## src/rtl/stream_pkg.sv

```systemverilog
// stream_pkg: shared width helpers and defaults for the stream_if FIFO slice.
package stream_pkg;

    localparam int DEF_DW    = 8;
    localparam int DEF_DEPTH = 4;

    function automatic int lvl_w(input int depth);
        return $clog2(depth + 1);
    endfunction

    function automatic int ptr_w(input int depth);
        return $clog2(depth);
    endfunction

    function automatic bit is_pow2(input int n);
        return (n > 0) && ((n & (n - 1)) == 0);
    endfunction

endpackage

```

## src/rtl/stream_if.sv

```systemverilog
// stream_if: valid/ready/data handshake bundle with sink and source views.
interface stream_if #(
    parameter int DW = 8
);
    logic          valid;
    logic          ready;
    logic [DW-1:0] data;

    modport sink_mp   (input valid, data, output ready);
    modport source_mp (output valid, data, input ready);
endinterface

```

## src/rtl/stream_fifo_mem.sv

```systemverilog
// stream_fifo_mem: DEPTH x DW storage, registered write port, asynchronous read port.
module stream_fifo_mem
    import stream_pkg::*;
#(
    parameter int DW    = DEF_DW,
    parameter int DEPTH = DEF_DEPTH
) (
    input  logic                      clk,
    input  logic                      we,
    input  logic [ptr_w(DEPTH)-1:0]   waddr,
    input  logic [DW-1:0]             wdata,
    input  logic [ptr_w(DEPTH)-1:0]   raddr,
    output logic [DW-1:0]             rdata
);

    logic [DW-1:0] mem_q [DEPTH];

    // Contents carry no reset; a stored word is only visible once level covers it.
    always_ff @(posedge clk) begin
        if (we) mem_q[waddr] <= wdata;
    end

    assign rdata = mem_q[raddr];

endmodule

```

## src/rtl/stream_if_fifo.sv

```systemverilog
// stream_if_fifo: elastic DEPTH-entry FIFO between two stream_if ports,
// first-word fall-through output with occupancy level and almost_full flag.
module stream_if_fifo
    import stream_pkg::*;
#(
    parameter int DW       = DEF_DW,
    parameter int DEPTH    = DEF_DEPTH,
    parameter int AF_LEVEL = DEPTH - 1
) (
    input  logic                      clk,
    input  logic                      rst,
    stream_if.sink_mp                 in_if,
    stream_if.source_mp               out_if,
    output logic [lvl_w(DEPTH)-1:0]   level,
    output logic                      almost_full
);

    localparam int LW = lvl_w(DEPTH);
    localparam int PW = ptr_w(DEPTH);

    if (DEPTH < 2 || !is_pow2(DEPTH)) begin : g_bad_depth
        $error("stream_if_fifo: DEPTH must be a power of two and >= 2");
    end
    if (AF_LEVEL < 1 || AF_LEVEL > DEPTH) begin : g_bad_af
        $error("stream_if_fifo: AF_LEVEL must lie within 1..DEPTH");
    end

    logic [PW-1:0] wr_ptr_q, wr_ptr_d;
    logic [PW-1:0] rd_ptr_q, rd_ptr_d;
    logic [LW-1:0] level_q, level_d;
    logic          almost_full_q, almost_full_d;
    logic          push, pop;

    // Ready depends only on registered level, so out_if.ready never reaches it.
    assign in_if.ready  = !rst && (level_q != LW'(DEPTH));
    assign out_if.valid = (level_q != '0);

    always_comb begin
        push          = in_if.valid && in_if.ready;
        pop           = out_if.valid && out_if.ready;
        wr_ptr_d      = push ? wr_ptr_q + PW'(1) : wr_ptr_q;
        rd_ptr_d      = pop ? rd_ptr_q + PW'(1) : rd_ptr_q;
        level_d       = level_q + LW'(push) - LW'(pop);
        almost_full_d = (level_d >= LW'(AF_LEVEL));
    end

    always_ff @(posedge clk or posedge rst) begin
        if (rst) begin
            wr_ptr_q      <= '0;
            rd_ptr_q      <= '0;
            level_q       <= '0;
            almost_full_q <= 1'b0;
        end else begin
            wr_ptr_q      <= wr_ptr_d;
            rd_ptr_q      <= rd_ptr_d;
            level_q       <= level_d;
            almost_full_q <= almost_full_d;
        end
    end

    stream_fifo_mem #(
        .DW    (DW),
        .DEPTH (DEPTH)
    ) u_mem (
        .clk   (clk),
        .we    (push),
        .waddr (wr_ptr_q),
        .wdata (in_if.data),
        .raddr (rd_ptr_q),
        .rdata (out_if.data)
    );

    assign level       = level_q;
    assign almost_full = almost_full_q;

endmodule

```

## src/flat_wrapper.sv

```systemverilog
// flat-port wrapper written by rule: the top's interface ports become plain ports
module stream_if_fifo_flat import stream_pkg::*;
#(
    parameter int DW       = DEF_DW,
    parameter int DEPTH    = DEF_DEPTH,
    parameter int AF_LEVEL = DEPTH - 1
)
  (clk, rst, level, almost_full, in_if_valid, in_if_data, in_if_ready, out_if_valid, out_if_data, out_if_ready);
  stream_if #(.DW(DW)) in_if_i ();
  stream_if #(.DW(DW)) out_if_i ();
  input  logic clk;
  input  logic rst;
  output logic [lvl_w(DEPTH)-1:0] level;
  output logic almost_full;
  input wire logic [$bits(in_if_i.valid)-1:0] in_if_valid;
  input wire logic [$bits(in_if_i.data)-1:0] in_if_data;
  output wire logic [$bits(in_if_i.ready)-1:0] in_if_ready;
  output wire logic [$bits(out_if_i.valid)-1:0] out_if_valid;
  output wire logic [$bits(out_if_i.data)-1:0] out_if_data;
  input wire logic [$bits(out_if_i.ready)-1:0] out_if_ready;
  assign in_if_i.valid = in_if_valid;
  assign in_if_i.data = in_if_data;
  assign in_if_ready = in_if_i.ready;
  assign out_if_valid = out_if_i.valid;
  assign out_if_data = out_if_i.data;
  assign out_if_i.ready = out_if_ready;
  stream_if_fifo #(.DW(DW), .DEPTH(DEPTH), .AF_LEVEL(AF_LEVEL)) u_core (.clk(clk), .rst(rst), .in_if(in_if_i), .out_if(out_if_i), .level(level), .almost_full(almost_full));
endmodule
```

## config.mk

```make
export PLATFORM = sky130hd
export DESIGN_NAME = stream_if_fifo_flat
export DESIGN_NICKNAME = d
export VERILOG_FILES = /design/src/rtl/stream_pkg.sv /design/src/rtl/stream_if.sv /design/src/rtl/stream_fifo_mem.sv /design/src/rtl/stream_if_fifo.sv /design/src/flat_wrapper.sv
export SDC_FILE = /design/constraint.sdc
export NUM_CORES = 1
export LEC_CHECK = 0
export BUFFER_PORTS_ARGS = -buffer_cell sky130_fd_sc_hd__buf_2
export CAP_MARGIN = 20
export CELL_PAD_IN_SITES_DETAIL_PLACEMENT = 0
export CELL_PAD_IN_SITES_GLOBAL_PLACEMENT = 1
export CORE_ASPECT_RATIO = 0.75
export CORE_MARGIN = 5
export CORE_UTILIZATION = 46
export CTS_CLUSTER_SIZE = 24
export DETAILED_ROUTE_END_ITERATION = 8
export GPL_ROUTABILITY_DRIVEN = 0
export HOLD_SLACK_MARGIN = 0.1
export PLACE_DENSITY = 0.82
export SLEW_MARGIN = 20
export SYNTH_ARGS = -nofsm -noshare
export SYNTH_HDL_FRONTEND = slang
export SYNTH_HIERARCHICAL = 1
export SYNTH_SLANG_ARGS = --single-unit
```

## constraint.sdc

```tcl
create_clock -name clk -period 3.21 [get_ports clk]
set_input_delay 0.321 -clock clk [delete_from_list [all_inputs] [get_ports clk]]
set_output_delay 0.321 -clock clk [all_outputs]
set_load 0.05 [all_outputs]
```

==> qor.csv, run 1 <==
stage,metric,value,unit
route,initial DRC count,25,
status,outcome,completed,
global_route,global-route wire length before repair,4180,µm
worst_setup_path,top cell family by delay on the critical path,buffers and inverters,
route,met2 WL,1260,µm
clock_network,clock root cell,clkbuf_8,
die,# IOs,26,
timing,Hold Fails Final Rpt,0,
layout,multi-input logic area,382,µm²
timing,Tmin final,2540,ps
worst_setup_path,Crit Path Max Fanout,6,
layout,post-route cell area,1870,µm²
die,FP Rows,18,
timing,Rel. slew slack,60.0,%
worst_setup_path,Worst EP required,3390,ps
route,DRC,0,
route,met3 WL,176,µm
die,width of the die,77.6,µm
logic_synthesis,largest area contributor in the netlist,edfxtp_1,
pwr,Cell Pwr Density,1040,nW/µm²
logic_synthesis,Synth area leaders,"edfxtp_1 (61%), dfrtp_1 (13%), mux4_2 (11%), xnor2_1 (1.7%), xor2_1 (1.7%)",
route,max layer used,met4,
clock_network,CTS Sinks,40,
die,chip height,60.7,µm
timing,Worst-Margin Slew,599,ps
logic_synthesis,Unique masters post-synth,21,
worst_setup_path,crit-path cells,dlygate4sd3_1 -> buf_2 -> nor3b_4 -> inv_1 -> ha_1 -> inv_1 -> ha_1 -> inv_1 -> fa_1 -> xnor2_1 -> xnor2_1 -> a21o_1,
worst_setup_path,Worst setup EP type,register,
global_route,initial antenna violation count,0,
logic_synthesis,ys async rst share,20.0,%
logic_synthesis,Synth Register Bits,40,
route,via/cell ratio,5.03,
die,core area,3290,µm²
worst_setup_path,Critical Path AT,2720,ps
logic_synthesis,"Primary FF master, synth",edfxtp_1,
route,Detailed Route WL,2480,µm
timing,fmax,394,MHz
worst_setup_path,Critical Path Slowest Stage Cell,dlygate4sd3_1,
place,DP Cell Count,141,
pwr,Lkg Pwr,0.708,nW
clock_network,clock transition at the registers of the reported paths,70,ps
route,Final ANT Viol Nets,0,
layout,Final Instance Count excl. Fillers,150,
logic_synthesis,Syn. warnings,6,
logic_synthesis,register area share after synthesis,73.6,%
worst_setup_path,Critical Setup Path Class,in -> reg,
place,I/O Buffers,25,
layout,number of diodes,0,
timing,hold slack,245,ps
worst_setup_path,"most used cell, CP",inv_1,
logic_synthesis,commonest cells in the netlist,"edfxtp_1 (32), dfrtp_1 (8), mux4_2 (8), inv_1 (5)",
logic_synthesis,Synth top area share,60.9,%
clock_network,Num CTS Buffers,5,
global_route,Congestion Overflow GR,0,
hold_path,Worst Hold Class,in -> reg,
timing,Setup TNS,0,ps
worst_setup_path,critical path launch point type,input pin,
route,wire per inst,16.5,µm
logic_synthesis,Cells after Synth,77,
place,DP Area,1740,µm²
route,via count,755,
global_route,Global Route Usage Sum,12.6,%
timing,Fin Clk Skew,9.12,ps
die,Initial Utilization,48.0,%
timing,count of pins over their slew limit,0,
route,1st-pass router iterations,2,
worst_setup_path,Buffers & Inverters on Critical Path,5,
pwr,peak supply drop,0.571,mV
layout,synthesis-to-finish area growth,18.2,%
place,DP HPWL,1720,µm
die,Die Area,4710,µm²
worst_setup_path,critical path's largest stage delay,530,ps
layout,Layout Nets,124,
logic_synthesis,cell area after synthesis,1580,µm²
timing,RSZ-0062 raised after global routing,false,
layout,# fillers,265,
flow_run,Max-Cap Viols,0,
logic_synthesis,Syn Area/Cell,20.5,µm²
clock_network,post-cts gate resize count,0,
layout,Final Core Density,56.7,%
clock_network,later-pin clock latency in the skew report,290,ps
logic_synthesis,cell with the most instances after synthesis,edfxtp_1,
logic_synthesis,Synth Net Count,92,
layout,register area,1160,µm²
timing,# setup viols final,0,
clock_network,CTS max path bufs,2,
timing,Tcrit/Tclk final,79.1,%
route,met1 WL,1020,µm
logic_synthesis,Post-synth EDFFs,32,
layout,share of layout cells above drive strength 1,40.9,%
global_route,largest net degree at the start of global routing,14,
clock_network,TritonCTS clock tree,yes,
global_route,vias in the first global route,837,
clock_network,H-tree depth,2,
==> timing repair <==
item / 4_1_cts / 5_1_grt
hold buffers: 1 / 0
buffers inserted: 0 / 0
endpoints found under the hold margin: 8 / 0
==> final timing paths <==
| path | from | end | slack, ps | cells after the start |
|---|---|---|---|---|
| worst max-delay path | rst | u_core/almost_full$_DFF_PP0_ | 670 | 12 |
| worst min-delay path | in_if_data[4] | u_core/u_mem/mem_q[0][4]$_DFFE_PP_ | 250 | 1 |
| worst max register to register | u_core/level[2]$_DFF_PP0_ | u_core/almost_full$_DFF_PP0_ | 770 | 11 |
| worst min register to register | u_core/wr_ptr_q[1]$_DFFE_PP0P_ | u_core/wr_ptr_q[1]$_DFFE_PP0P_ | 530 | 1 |
| max in group asynchronous | rst | u_core/level[2]$_DFF_PP0_ | 2420 | 3 |
| min in group asynchronous | rst | u_core/level[1]$_DFF_PP0_ | 560 | 3 |
==> layout by cell type, fill, tap and decap left out, types with 2 or more instances in the layout <==
master    instances
edfxtp_1         32
buf_2            25
dfrtp_1           8
mux4_2            8
clkbuf_8          5
inv_1             5
xor2_1            3
xnor2_1           3
nand2_1           2
ha_1              2
and3b_1           2
==> logic make-up (layout without fill, tap and decap cells) <==
logic type	Yosys count	after routing	share of synthesized area (%)
muxes	8	8	11.4
xor gates and xnor gates	6	6	3.33
buffers and inverters	7	40	2.22
adders and majority gates	3	3	2.85
AOI/OAI and AO/OA	2	2	1.11
DFF	40	40	73.6
and+or+nand+nor	11	11	5.47
==> registers in the layout (all words and copies together) (netlist names) <==
name	count
u_core/level	3
u_core/rd_ptr_q	2
u_core/u_mem/mem_q	32
u_core/almost_full	1
u_core/wr_ptr_q	2
==> area by class of cell <==
class	count	share of cell area, %
Sequential cell	40	62.2
Multi-Input combinational cell	30	20.5
Timing Repair Buffer	27	7.65
Clock buffer	5	3.69
Tap cell	40	2.68
Clock inverter	3	2.28
Inverter	5	1.01
==> stage by stage <==
stage / worst slack (ps) / power, mW
2_1_floorplan: 593 / 1.40
3_3_place_gp: 844 / 1.54
3_5_place_dp: 770 / 1.57
4_1_cts: 677 / 1.97
5_1_grt: 509 / 2.06
6_report: 672 / 1.94
==> worst reg2reg max path, cell delays in order, from the launching register on <==
cell	delay [ps]
dfrtp_1	420
nor3b_2	200
nor3b_4	270
inv_1	70
ha_1	290
inv_1	50
ha_1	120
inv_1	40
fa_1	380
xnor2_1	160
xnor2_1	160
a21o_1	160
==> per-layer routing <==
metal  global-route usage [%]  vias up
met4                     5.88        0
met1                     14.4      376
met2                     19.9       20
li1                         -      357
met5                        0        -
met3                     6.68        2
==> power by group <==
group	switching (mW)	internal (mW)
registers	0.118	0.663
logic	0.498	0.259
clock network	0.168	0.230
total	0.785	1.15
Power figures use the tool's default switching activity.
==> inputs of run 2 (changes only) <==
--- a/config.mk
+++ b/config.mk
@@ -11,12 +11,12 @@
 export CELL_PAD_IN_SITES_GLOBAL_PLACEMENT = 1
 export CORE_ASPECT_RATIO = 0.75
 export CORE_MARGIN = 5
-export CORE_UTILIZATION = 46
+export CORE_UTILIZATION = 42
 export CTS_CLUSTER_SIZE = 24
 export DETAILED_ROUTE_END_ITERATION = 8
 export GPL_ROUTABILITY_DRIVEN = 0
 export HOLD_SLACK_MARGIN = 0.1
-export PLACE_DENSITY = 0.82
+export PLACE_DENSITY = 0.79
 export SLEW_MARGIN = 20
 export SYNTH_ARGS = -nofsm -noshare
 export SYNTH_HDL_FRONTEND = slang
==> constraint.sdc (replaced) <==
create_clock -name clk -period 2.19 [get_ports clk]
set_input_delay 0.219 -clock clk [delete_from_list [all_inputs] [get_ports clk]]
set_output_delay 0.219 -clock clk [all_outputs]
set_load 0.05 [all_outputs]
==> run 2 against run 1 <==
Effect of this change: the run now ends with setup timing left; sequential share of layout area fell by 1.9 points; via count grew 9.5%; non-clock buffer count grew 7; utilization decreased by 3.7 points; clock-buffer cell count did not move; clock power increased by 16%; largest power group is now combinational logic; highest routed layer unchanged.
==> qor.csv, run 2 (same netlist as run 1, synthesis figures left out) <==
stage,metric,value,unit,change
clock_network,TritonCTS clock tree,yes,,
global_route,largest net degree at the start of global routing,14,,unchanged
pwr,Cell Pwr Density,1470,nW/µm²,+42%
worst_setup_path,Worst EP required,2370,ps,-1020 ps
route,via/cell ratio,4.89,,-2.8%
timing,Worst-Margin Slew,444,ps,-155 ps
timing,Fin Clk Skew,3.65,ps,-5.47 ps
timing,# setup viols final,1,,+1
die,Initial Utilization,43.4,%,-4.6 points
timing,final worst slack,-43.0,ps,-715 ps
clock_network,clock transition at the registers of the reported paths,80,ps,about the same
global_route,Top Usage Layer GRT,met2,,
worst_setup_path,critical path launch point type,register,,
layout,synthesis-to-finish area growth,22.3,%,
layout,number of diodes,0,,unchanged
die,core area,3640,µm²,+11%
route,initial DRC count,33,,+32%
route,1st-pass router iterations,4,,+2
timing,hold slack,145,ps,-99.6 ps
layout,max reg flops,32,,unchanged
clock_network,H-tree depth,2,,unchanged
timing,Rel. slew slack,70.4,%,+10 points
global_route,initial antenna violation count,0,,unchanged
layout,"most common cell after layout, fill and taps aside",edfxtp_1,,
status,outcome,"finished, violations left",,
route,Detailed Route WL,2500,µm,+0.68%
global_route,Congestion Overflow GR,0,,unchanged
timing,RSZ-0062 raised after global routing,true,,
global_route,global-route wire length before repair,4150,µm,-0.67%
clock_network,CTS Sinks,40,,unchanged
place,DP Area,1820,µm²,+4.6%
layout,Final Instance Count excl. Fillers,169,,+13%
global_route,met2 GRT Util,16.9,%,-2.9 points
timing,Hold Fails Final Rpt,0,,unchanged
route,wire per inst,14.8,µm,-11%
clock_network,Num CTS Buffers,5,,unchanged
place,I/O Buffers,25,,unchanged
status,failing checks,setup timing,,
worst_setup_path,Crit Path Max Fanout,5,,-1
flow_run,Max-Cap Viols,0,,unchanged
die,Die Area,5090,µm²,+8.1%
place,DP HPWL,1810,µm,+5.3%
layout,most flop-heavy register,u_core/u_mem/mem_q,,
die,chip height,63.1,µm,+3.9%
place,DP Cell Count,160,,+13%
route,via count,827,,+9.5%
global_route,vias in the first global route,866,,+3.5%
timing,fmax,448,MHz,
global_route,met1 Resource Use GR,14.7,%,+0.23 points
route,DRC,0,,unchanged
clock_network,CTS max path bufs,2,,unchanged
worst_setup_path,Critical Setup Path Class,reg -> reg,,
layout,Layout Nets,131,,+5.6%
clock_network,clock root cell,clkbuf_8,,
hold_path,Worst Hold Class,in -> reg,,
layout,highest-count cells in the layout ignoring fill and taps,"edfxtp_1 (32), buf_2 (25), buf_4 (8), mux4_2 (8)",,
timing,count of pins over their slew limit,0,,unchanged
clock_network,postcts setup bufs,0,,unchanged
layout,post-route cell area,1930,µm²,+3.4%
timing,Tcrit/Tclk final,102,%,
worst_setup_path,Worst setup EP type,register,,
worst_setup_path,Critical Path AT,2410,ps,-310 ps
die,FP Rows,19,,+1
pwr,Tot Pwr,2.84,mW,+47%
global_route,Global Route Usage Sum,11.2,%,-1.4 points
layout,share of layout cells above drive strength 1,49.6,%,+8.7 points
route,Final ANT Viol Nets,0,,unchanged
timing,Tmin final,2230,ps,
global_route,met3 GRT Util,3.56,%,-3.1 points
die,width of the die,80.8,µm,+4.1%
clock_network,later-pin clock latency in the skew report,280,ps,about the same
die,# IOs,26,,unchanged
pwr,Lkg Pwr,0.740,nW,+4.5%
layout,Final Core Density,53.0,%,-3.7 points
pwr,peak supply drop,0.587,mV,+2.7%
==> run 2: cell types whose count changed in the layout (fill, tap and decap cells not counted), sizes merged <==
cell,change
clkinv,+1
buf,+7
bufinv,-1
==> run 2: final timing paths <==
| path | startpoint | depth (start not counted) | endpoint | slack (ps) |
|---|---|---|---|---|
| min in group asynchronous | rst | 3 | u_core/almost_full$_DFF_PP0_ | 480 |
| worst max register to register | u_core/level[2]$_DFF_PP0_ | 11 | u_core/almost_full$_DFF_PP0_ | -40 |
| worst min-delay path | in_if_data[7] | 1 | u_core/u_mem/mem_q[3][7]$_DFFE_PP_ | 150 |
| worst min register to register | u_core/wr_ptr_q[1]$_DFFE_PP0P_ | 1 | u_core/wr_ptr_q[1]$_DFFE_PP0P_ | 540 |
| max in group asynchronous | rst | 3 | u_core/level[1]$_DFF_PP0_ | 1440 |
| worst max-delay path | u_core/level[2]$_DFF_PP0_ | 11 | u_core/almost_full$_DFF_PP0_ | -40 |
==> run 2: layout make-up <==
class / count / area (µm²)
fill: 291 / 1710
clock inverter: 3 / 18.8
tap: 52 / 65.1
sequential: 40 / 1160
inverter: 5 / 18.8
multi-input combinational: 30 / 398
clock buffer: 5 / 68.8
timing repair buffer: 34 / 195
==> run 2: power breakdown <==
part | internal, mW | total [mW] | switching [mW] | leakage [nW]
Clock | 0.222 | 0.463 | 0.242 | 0.0479
Combinational | 0.467 | 1.28 | 0.810 | 0.312
Sequential | 0.979 | 1.10 | 0.125 | 0.380
==> run 2: critical path: stages (launching register included) <==
cell	delay, ps
dfrtp_2	430
nor3b_4	170
nor3b_4	170
inv_1	60
ha_1	280
inv_1	60
ha_1	130
inv_1	50
fa_2	340
xnor2_2	140
xnor2_1	140
a21o_1	150
==> run 2: through the flow <==
step / TNS [ps] / worst slack [ps]
after floorplan: -329 / -225
after global placement: 0 / 4.77
after detailed placement: -36.8 / -36.8
after CTS: -56.5 / -56.5
after global routing: -242 / -176
final: -43.0 / -43.0
==> run 2: layer usage <==
metal  part of all wire (%)  vias up
li1                       -      373
met1                     44      429
met2                     49       19
met3                    4.1        6
met4                    2.0        0
met5                      0        -
==> run 2: what timing repair did <==
item / 4_1_cts / 5_1_grt
hold buffers: 1 / 0
pin swaps: 0 / 1
resized for setup: 0 / 1
endpoints found under the setup margin: 1 / 2
endpoints found under the hold margin: 8 / 0
==> inputs of run 3 (changes only) <==
--- a/config.mk
+++ b/config.mk
@@ -11,12 +11,12 @@
 export CELL_PAD_IN_SITES_GLOBAL_PLACEMENT = 1
 export CORE_ASPECT_RATIO = 0.75
 export CORE_MARGIN = 5
-export CORE_UTILIZATION = 42
+export CORE_UTILIZATION = 46
 export CTS_CLUSTER_SIZE = 24
 export DETAILED_ROUTE_END_ITERATION = 8
 export GPL_ROUTABILITY_DRIVEN = 0
 export HOLD_SLACK_MARGIN = 0.1
-export PLACE_DENSITY = 0.79
+export PLACE_DENSITY = 0.82
 export SLEW_MARGIN = 20
 export SYNTH_ARGS = -nofsm -noshare
 export SYNTH_HDL_FRONTEND = slang
==> constraint.sdc (replaced) <==
create_clock -name clk -period 2.1 [get_ports clk]
set_input_delay 0.21 -clock clk [delete_from_list [all_inputs] [get_ports clk]]
set_output_delay 0.21 -clock clk [all_outputs]
set_load 0.05 [all_outputs]
==> run 3 against run 2 <==
Effect of this change: the run still ends with setup timing left; combinational power grew 5%; flip-flop and latch count is the same; hold slack got worse by 13 ps; non-clock buffer count up 3; global-route usage rose by 1.1 points; clock power is 2% higher; via count fell by 1.8%; critical endpoint unchanged; largest power group unchanged; highest routed layer unchanged.
==> qor.csv, run 3 (same netlist as run 1, synthesis figures left out) <==
stage,metric,value,unit,change
route,Final ANT Viol Nets,0,,unchanged
timing,fmax,449,MHz,+0.20%
route,1st-pass router iterations,3,,-1
clock_network,TritonCTS clock tree,yes,,
layout,synthesis-to-finish area growth,22.4,%,
pwr,Cell Pwr Density,1540,nW/µm²,+4.5%
clock_network,H-tree depth,2,,unchanged
layout,register area,1160,µm²,unchanged
worst_setup_path,Critical Setup Path Class,reg -> reg,,
worst_setup_path,Worst setup startpoint,u_core/level[2]$_DFF_PP0_,,
layout,number of diodes,0,,unchanged
timing,Rel. slew slack,70.5,%,+0.13 points
worst_setup_path,Worst Setup EP,u_core/almost_full$_DFF_PP0_,,
global_route,Global Route Usage Sum,12.3,%,+1.1 points
worst_setup_path,Critical Path AT,2410,ps,about the same
place,I/O Buffers,25,,unchanged
global_route,global-route wire length before repair,4080,µm,-1.7%
worst_setup_path,critical path launch point type,register,,
die,Die Area,4710,µm²,-7.5%
clock_network,Num CTS Buffers,5,,unchanged
die,# IOs,26,,unchanged
worst_setup_path,"most used cell, CP",inv_1,,
timing,hold slack,132,ps,-13.2 ps
worst_setup_path,flop2flop setup slack,-130,ps,-90 ps
layout,max reg flops,32,,unchanged
global_route,Congestion Overflow GR,0,,unchanged
global_route,initial antenna violation count,0,,unchanged
timing,RSZ-0062 raised after global routing,true,,
pwr,peak supply drop,0.825,mV,+41%
clock_network,CTS max path bufs,2,,unchanged
layout,highest-count cells in the layout ignoring fill and taps,"edfxtp_1 (32), buf_2 (25), buf_4 (11)",,
route,wire per inst,15.8,µm,+7.0%
place,DP Area,1820,µm²,-0.41%
place,DP HPWL,1800,µm,-0.23%
layout,most flop-heavy register,u_core/u_mem/mem_q,,
timing,Hold Fails Final Rpt,0,,unchanged
place,DP Cell Count,149,,-6.9%
die,Initial Utilization,48.0,%,+4.6 points
global_route,vias in the first global route,833,,-3.8%
layout,# fillers,262,,-10%
die,chip height,60.7,µm,-3.7%
worst_setup_path,Worst setup EP type,register,,
worst_setup_path,Worst EP required,2280,ps,-90 ps
worst_setup_path,RR Endpoint,u_core/almost_full$_DFF_PP0_,,
layout,Final Instance Count excl. Fillers,160,,-5.3%
clock_network,clock transition at the registers of the reported paths,70,ps,about the same
worst_setup_path,crit-path cells,nor3b_4 -> nor3b_4 -> inv_1 -> ha_1 -> inv_1 -> ha_1 -> inv_1 -> fa_2 -> xnor2_2 -> xnor2_1 -> a21o_1,,
pwr,Lkg Pwr,0.752,nW,+1.7%
layout,post-route cell area,1930,µm²,+0.13%
worst_setup_path,top cell family by delay on the critical path,adder cells,,
layout,multi-input logic area,398,µm²,unchanged
route,Detailed Route WL,2530,µm,+1.3%
timing,Fin Clk Skew,7.22,ps,+3.57 ps
worst_setup_path,Crit Path Max Fanout,3,,-2
worst_setup_path,Buffers & Inverters on Critical Path,3,,unchanged
timing,final worst slack,-129,ps,-85.6 ps
layout,"most common cell after layout, fill and taps aside",edfxtp_1,,
worst_setup_path,critical path's largest stage delay,410,ps,-20 ps
clock_network,CTS Sinks,40,,unchanged
timing,Worst-Margin Slew,442,ps,-1.94 ps
layout,share of layout cells above drive strength 1,50.0,%,+0.43 points
flow_run,Max-Cap Viols,0,,unchanged
timing,# setup viols final,2,,+1
route,DRC,0,,unchanged
route,initial DRC count,17,,-48%
hold_path,Worst Hold Class,in -> reg,,
route,via/cell ratio,5.08,,+3.7%
worst_setup_path,WP depth,11,,unchanged
clock_network,clock root cell,clkbuf_8,,
status,outcome,"finished, violations left",,
die,core area,3290,µm²,-9.6%
clock_network,later-pin clock latency in the skew report,290,ps,about the same
die,width of the die,77.6,µm,-3.9%
global_route,largest net degree at the start of global routing,13,,-1
worst_setup_path,Critical Path Slowest Stage Cell,dfrtp_2,,
timing,count of pins over their slew limit,0,,unchanged
route,via count,812,,-1.8%
layout,Layout Nets,134,,+2.3%
worst_setup_path,origin of the critical flop-to-flop path,u_core/level[2]$_DFF_PP0_,,
worst_setup_path,FF-to-FF path depth,11,,unchanged
timing,Tcrit/Tclk final,106,%,+4.2 points
timing,Tmin final,2230,ps,-4.40 ps
die,FP Rows,18,,-1
status,failing checks,setup timing,,
-- run 3: worst min path at each step --
stage                                         end  cells past startpoint  slack [ps]     startpoint
5_1_grt        u_core/u_mem/mem_q[2][0]$_DFFE_PP_                      1         130  in_if_data[0]
3_5_place_dp       u_core/wr_ptr_q[1]$_DFFE_PP0P_                      2         230            rst
3_3_place_gp       u_core/wr_ptr_q[0]$_DFFE_PP0P_                      2         220            rst
2_1_floorplan        u_core/almost_full$_DFF_PP0_                      1          30            rst
6_report       u_core/u_mem/mem_q[1][1]$_DFFE_PP_                      1         130  in_if_data[1]
4_1_cts        u_core/u_mem/mem_q[3][1]$_DFFE_PP_                      1         120  in_if_data[1]
-- run 3: routing by layer --
| metal | GRT usage, % | part of all wire [%] | vias up |
|---|---|---|---|
| met5 | 0 | 0 | - |
| met4 | 6.62 | 2.3 | 0 |
| met3 | 5.34 | 5.1 | 5 |
| met2 | 19.5 | 49 | 17 |
| met1 | 14.4 | 43 | 406 |
| li1 | - | - | 384 |
-- run 3: through the flow --
| stage | utilization (%) | setup TNS [ps] | setup slack [ps] | total power [mW] |
|---|---|---|---|---|
| 2_1_floorplan | - | -599 | -315 | 2.17 |
| 3_3_place_gp | 55.3 | -70.8 | -70.8 | 2.48 |
| 3_5_place_dp | 55.3 | -147 | -133 | 2.50 |
| 4_1_cts | 58.5 | -163 | -137 | 3.00 |
| 5_1_grt | 58.8 | -410 | -249 | 3.13 |
| 6_report | 58.8 | -149 | -129 | 2.97 |
-- run 3: final cells by class --
| cell class | instances | area share [%] |
|---|---|---|
| repair buffers | 37 | 11.3 |
| multi-input cells | 30 | 20.6 |
| clock buffers | 5 | 3.56 |
| clock inverters | 3 | 0.712 |
| inverters | 5 | 0.972 |
| flip-flops and latches | 40 | 60.3 |
| well taps | 40 | 2.59 |
-- run 3: repair_timing --
item,4_1_cts,5_1_grt
pin swaps,1,0
hold endpoints to repair,8,0
setup endpoints to repair,2,3
hold buffers,1,0
setup buffers,1,1
resized for setup,1,0
-- run 3: report_power, final --
group / internal [mW] / switching [mW]
clock network: 0.225 / 0.246
logic: 0.514 / 0.827
registers: 1.02 / 0.142
total: 1.76 / 1.22
